<file path="src/rtl/stream_serializer_if.sv">
// Handshake bundle between a word producer, the serializer and the 1-bit stream consumer.
// The serializer takes the slave view; the environment driving it takes the master view.
interface stream_serializer_if #(
  parameter int WIDTH = 8
);
  logic             word_valid;
  logic [WIDTH-1:0] word_data;
  logic             word_ready;
  logic             bit_valid;
  logic             bit_data;
  logic             bit_last;
  logic             bit_ready;
  logic             busy;

  modport master (
    output word_valid, word_data, bit_ready,
    input  word_ready, bit_valid, bit_data, bit_last, busy
  );

  modport slave (
    input  word_valid, word_data, bit_ready,
    output word_ready, bit_valid, bit_data, bit_last, busy
  );
endinterface

</file>
<file path="src/rtl/stream_serializer.sv">
// Parallel-to-serial stream endpoint: loads a WIDTH-bit word and emits one bit per
// valid/ready handshake, flagging the final bit; back-to-back words have no bubble.
module stream_serializer #(
  parameter int WIDTH     = 8,
  parameter bit MSB_FIRST = 1'b1
) (
  input  logic                clk,
  input  logic                rst,
  stream_serializer_if.slave  s
);
  localparam int CW = $clog2(WIDTH);
  localparam logic [CW-1:0] CNT_LAST = CW'(WIDTH - 1);

  typedef enum logic {IDLE = 1'b0, SHIFT = 1'b1} state_t;

  state_t           state_q, state_d;
  logic [WIDTH-1:0] sh_q, sh_d;
  logic [CW-1:0]    cnt_q, cnt_d;
  logic             v, last, wr, word_hs, bit_hs;
  logic [WIDTH-1:0] sh_next;

  always_ff @(posedge clk or posedge rst) begin
    if (rst) begin
      state_q <= IDLE;
      sh_q    <= '0;
      cnt_q   <= '0;
    end else begin
      state_q <= state_d;
      sh_q    <= sh_d;
      cnt_q   <= cnt_d;
    end
  end

  // The output end is the MSB when MSB_FIRST, so shift toward it and zero-fill behind.
  assign sh_next = MSB_FIRST ? {sh_q[WIDTH-2:0], 1'b0} : {1'b0, sh_q[WIDTH-1:1]};

  always_comb begin
    v       = (state_q == SHIFT);
    last    = v && (cnt_q == CNT_LAST);
    bit_hs  = v && s.bit_ready;
    wr      = ~v || (last && s.bit_ready);
    word_hs = s.word_valid && wr;
    state_d = state_q;
    sh_d    = sh_q;
    cnt_d   = cnt_q;
    if (word_hs) begin
      // Also covers the last-bit handshake: the next word replaces it with no idle cycle.
      state_d = SHIFT;
      sh_d    = s.word_data;
      cnt_d   = '0;
    end else if (bit_hs && !last) begin
      sh_d  = sh_next;
      cnt_d = cnt_q + CW'(1);
    end else if (bit_hs) begin
      state_d = IDLE;
    end
  end

  assign s.bit_valid  = v;
  assign s.busy       = v;
  assign s.bit_data   = MSB_FIRST ? sh_q[WIDTH-1] : sh_q[0];
  assign s.bit_last   = last;
  assign s.word_ready = wr;
endmodule

</file>
<file path="src/flat_wrapper.sv">
// flat-port wrapper written by rule: the top's interface ports become plain ports
module stream_serializer_flat 
#(
  parameter int WIDTH     = 8,
  parameter bit MSB_FIRST = 1'b1
)
  (clk, rst, s_word_valid, s_word_data, s_bit_ready, s_word_ready, s_bit_valid, s_bit_data, s_bit_last, s_busy);
  stream_serializer_if #(.WIDTH(WIDTH)) s_i ();
  input  logic clk;
  input  logic rst;
  input wire logic [$bits(s_i.word_valid)-1:0] s_word_valid;
  input wire logic [$bits(s_i.word_data)-1:0] s_word_data;
  input wire logic [$bits(s_i.bit_ready)-1:0] s_bit_ready;
  output wire logic [$bits(s_i.word_ready)-1:0] s_word_ready;
  output wire logic [$bits(s_i.bit_valid)-1:0] s_bit_valid;
  output wire logic [$bits(s_i.bit_data)-1:0] s_bit_data;
  output wire logic [$bits(s_i.bit_last)-1:0] s_bit_last;
  output wire logic [$bits(s_i.busy)-1:0] s_busy;
  assign s_i.word_valid = s_word_valid;
  assign s_i.word_data = s_word_data;
  assign s_i.bit_ready = s_bit_ready;
  assign s_word_ready = s_i.word_ready;
  assign s_bit_valid = s_i.bit_valid;
  assign s_bit_data = s_i.bit_data;
  assign s_bit_last = s_i.bit_last;
  assign s_busy = s_i.busy;
  stream_serializer #(.WIDTH(WIDTH), .MSB_FIRST(MSB_FIRST)) u_core (.clk(clk), .rst(rst), .s(s_i));
endmodule
</file>
<file path="config.mk">
export PLATFORM = sky130hd
export DESIGN_NAME = stream_serializer_flat
export DESIGN_NICKNAME = d
export VERILOG_FILES = /design/src/rtl/stream_serializer_if.sv /design/src/rtl/stream_serializer.sv /design/src/flat_wrapper.sv
export SDC_FILE = /design/constraint.sdc
export NUM_CORES = 1
export LEC_CHECK = 0
export ABC_AREA = 1
export BUFFER_PORTS_ARGS = -buffer_cell sky130_fd_sc_hd__buf_4
export CAP_MARGIN = 20
export CELL_PAD_IN_SITES_DETAIL_PLACEMENT = 1
export CELL_PAD_IN_SITES_GLOBAL_PLACEMENT = 2
export CORE_UTILIZATION = 31
export DETAILED_ROUTE_END_ITERATION = 8
export PLACE_DENSITY_LB_ADDON = 0.15
export SLEW_MARGIN = 20
export SYNTH_ARGS = -nofsm -noshare
export SYNTH_HDL_FRONTEND = slang
export SYNTH_SLANG_ARGS = --single-unit
</file>
<file path="constraint.sdc">
create_clock -name clk -period 2.8 [get_ports clk]
set_clock_uncertainty 0.05 [all_clocks]
set_input_delay 0.56 -clock clk [delete_from_list [all_inputs] [get_ports clk]]
set_output_delay 0.56 -clock clk [all_outputs]
set_load 0.02 [all_outputs]
</file>
### After elaboration in Yosys (flattened, before gate mapping)

Cells that the tools add are included.

* bits in registers: 12
* output and inout bits: 5
* bits of input ports: 12
* word-level logic and storage cells: 24

* $add $sub $neg: 1
* bitwise logic cells: 1
* reduce and logical (&&, ||, !) cells: 10
* mux-type cells: 7
* eq/ne operators: 2

Operators by type and width (number)
* 8-bit 2-to-1 mux: 2
* 3-bit 2-to-1 mux: 2
* 1-bit logical AND: 5
* 2-bit nonzero test: 2
* 3-bit by 1-bit adder with 3-bit output (second input constant): 1
* 3-bit equality test (second input constant): 1
* 1-bit 2-to-1 mux: 3
* 2-bit by 1-bit != test with 1-bit output (second input constant): 1
* 2-bit AND reduction: 1
* 1-bit zero test: 1
* 1-bit logical OR: 1
* 1-bit NOT: 1

### Depth between registers and ports, before layout

* word-level depth: 7
* gate-level depth with buffers: 9
* mapped depth without buffers: 8

### Worst setup path before layout

No wires, ideal clock.

* kind: register to output
* from: reg u_core.cnt_q[0]
* to: out s_word_ready
* path slack: 1.142 ns
* arrival time: 1.048 ns
* path buffers: 1
* data required time: 2.190 ns
* cell stages (with the launch flop): 6
* path through: dfrtp_1 -> ha_1 -> ha_1 -> nand2_2 -> nand2_2 -> buf_6

* word-level cells in the longest chain between the ends: 4

Ends and longest elaborated chain
* start, declared: line stream_serializer.sv:18 `logic [CW-1:0] cnt_q, cnt_d;`
* start signal, assigned: line stream_serializer.sv:30 `cnt_q <= cnt_d;`
* 3-bit equality test: line stream_serializer.sv:39 `last = v && (cnt_q == CNT_LAST);`
* 1-bit logical AND: line stream_serializer.sv:39
* 1-bit logical AND: line stream_serializer.sv:41 `wr = ~v || (last && s.bit_ready);`
* 1-bit logical OR: line stream_serializer.sv:41
* end, declared: line flat_wrapper.sv:14 `output wire logic [$bits(s_i.word_ready)-1:0] s_word_ready;`

No other way between the ends.

### Worst setup path after layout

Same ends and word-level chain as after synthesis.

==> results.md <==
* Post-route setup TNS at 0 ns
* Die height at 48.8 µm
* Syn Std Cell Area at 678 µm²
* GP Congestion at 0.703
* Initial antenna violation count at 0
* Total Die Area at 0.00238 mm²
* Worst Slack Setup Final at 0.655 ns
* Critical Path Sink Type: primary output
* Post-synthesis sequential area ratio at 0.443
* Clock-pin slew of the registers on the worst-case setup and hold paths at 0.07 ns
* Syn Nets at 97
* Sink Count at 12
* Num ports at 17
* Status: complete, no violations
* CP delay by family, top: adder cells
* Cts repair resizes at 0
* CTS tree: built
* Vias in the first global route at 577
* Rows at 16
* Placed inst area at 771 µm²
* Final WL at 1580 µm
* Area of all sequential standard cells at between 300 and 400 µm²
* Fmax at 466 MHz
* Layout cells sized above 1 at 0.253
* Detail Route Antenna Nets at 0
* Post-CTS setup buffers at 0
* Gr usage total at 0.151
* Nets at 111
* Pre-antenna DRT Iters at 3
* Post-detail-place hpwl at 1110 µm
* Average routed wire per standard cell at approximately 13 µm
* Post-Layout Inst Area at 793 µm²
* H-tree depth at 1
* Largest net degree at the start of global routing at 15
* Final Slew Violations at 0
* Syn. warnings at 0
* Worst-Skew Late Latency at 0.27 ns
* Fin crit share at 0.766
* Yosys reg bits at 12
* Ant. Diodes at 0
* Worst-Margin Slew at 0.478 ns
* Clock buffer depth at 2
* Maxcap violations at 0
* Slowest stage delay, CP at roughly 0.40 ns
* Initial DRC Count at 5
* Mean post-synth cell area at 8.17 µm²
* Largest cells by area after synthesis: dfrtp_1, nand3_1, nand2_1, nand4_1, inv_1
* Leading area contributor after synthesis: dfrtp_1
* Hold-fix buffers at CTS at 0
* Nature of the critical path startpoint: flop
* Worst slew margin at 0.681
* RSZ-0062 raised after global routing: no
* Area Growth Syn to Fin at 17.0%
* Post-synthesis instance total at 83
* Overflow after GRT at 0
* Pre-CTS setup slack at 0.950 ns
* Post-layout power at 0.713 mW
* DRC violations left at 0
* Initial Utilization at 0.339
* Width of the die at about 50 µm
* Final Setup Violations at 0
* Leak at ~0.44 nW
* Vias/cell at 4.80
* # fillers at 267
* Worst-path cell chain: ha_1, ha_1, nand2_2, nand2_2, buf_4
* Tmin final at ~2.1 ns
* Number of failing hold endpoints at the final stage at 0
* Crit-path max FO at 11
* Reg2Reg Depth at 6
* CP required at 2.19 ns
* # port buffers at 16
* Area share of the largest cell type after synthesis at 0.443
* First-pass GRT wire length at roughly 2700 µm
* Core ar. at 0.00200 mm²
* CTS root buf: clkbuf_4
* Max VDD drop at ~0.00035 V
* Data arrival, critical path at around 1.5 ns
* HP Class: in2async
* CTS Buf Count at 3
* Max stage delay cell, worst path: dfrtp_1
* CP Buf/Inv Count at 1
* Multi-input logic area at 272 µm²
* Crit path depth at 5
* CP Class: reg2out
* Pwr dens at approximately 900 mW/mm²
* Count of cell types in the netlist at 13
* Vias at 586
## final timing paths
kind	slack, ns	end	from
max	0.66	s_word_ready	u_core.cnt_q[0]$_DFFE_PP0P_
min	0.25	u_core.sh_q[5]$_DFFE_PP0P_	rst
max reg2reg	1.09	u_core.cnt_q[1]$_DFFE_PP0P_	u_core.cnt_q[0]$_DFFE_PP0P_
min reg2reg	0.44	u_core.cnt_q[0]$_DFFE_PP0P_	u_core.cnt_q[0]$_DFFE_PP0P_
max in group asynchronous	2.13	u_core.sh_q[2]$_DFFE_PP0P_	rst
min in group clk	0.44	u_core.cnt_q[0]$_DFFE_PP0P_	u_core.cnt_q[0]$_DFFE_PP0P_
## registers in the layout, summed over array words and instances (netlist names)
signal	cells
u_core.cnt_q	3
u_core.s.bit_valid	1
u_core.sh_q	8
## logic make-up after synthesis
group           after synthesis  share of synthesized area
buf+inv                      19                      0.157
flops                        12                      0.443
fa+ha+maj                     2                     0.0369
compound gates                3                     0.0221
simple gates                 47                      0.341
## layout make-up
class                      instances  share of cell area
tap                               27              0.0426
inverter                          12              0.0568
clock buffer                       3              0.0284
timing repair buffer              16               0.151
sequential                        12               0.379
multi-input combinational         52               0.342
## per-stage QoR
| stage | instances | hold WS [ns] | utilization |
|---|---|---|---|
| floorplan | 83 | 0.375 | - |
| global placement | 119 | 0.422 | 0.385 |
| detailed placement | 119 | 0.436 | 0.385 |
| CTS | 122 | 0.265 | 0.396 |
| global route | 122 | 0.305 | 0.396 |
| finish | 122 | 0.251 | 0.396 |
## placed cells by master (no fill, tap or decap)
master | synthesis | layout
nand2_2 | 3 | 3
dfrtp_1 | 12 | 12
nand3_2 | 1 | 1
buf_4 | 3 | 16
inv_2 | 1 | 1
o21ai_1 | 3 | 3
nand3_1 | 19 | 19
ha_1 | 2 | 2
clkbuf_4 | 0 | 3
nand4_1 | 7 | 7
nand2_1 | 17 | 17
inv_1 | 11 | 11
## synthesized netlist by cell type (all sizes together)
master   n
nand3   20
ha       2
nand2   20
inv     12
nand4    7
o21ai    3
buf      7
dfrtp   12
## per-layer routing
metal,vias up,global-route usage,share of wire
met5,-,0,0
met4,0,0.0441,0.0076
met3,2,0.0561,0.052
met2,15,0.236,0.43
met1,272,0.193,0.51
li1,297,-,-
## where the power goes
part           switching (mW)  internal, mW  total (mW)  leakage, nW
logic                   0.186         0.121       0.307        0.272
clock network          0.0565        0.0498       0.106       0.0138
registers              0.0572         0.242       0.299        0.152
total                   0.300         0.413       0.713        0.437
Note: power is estimated with default switching activity, not from simulation.
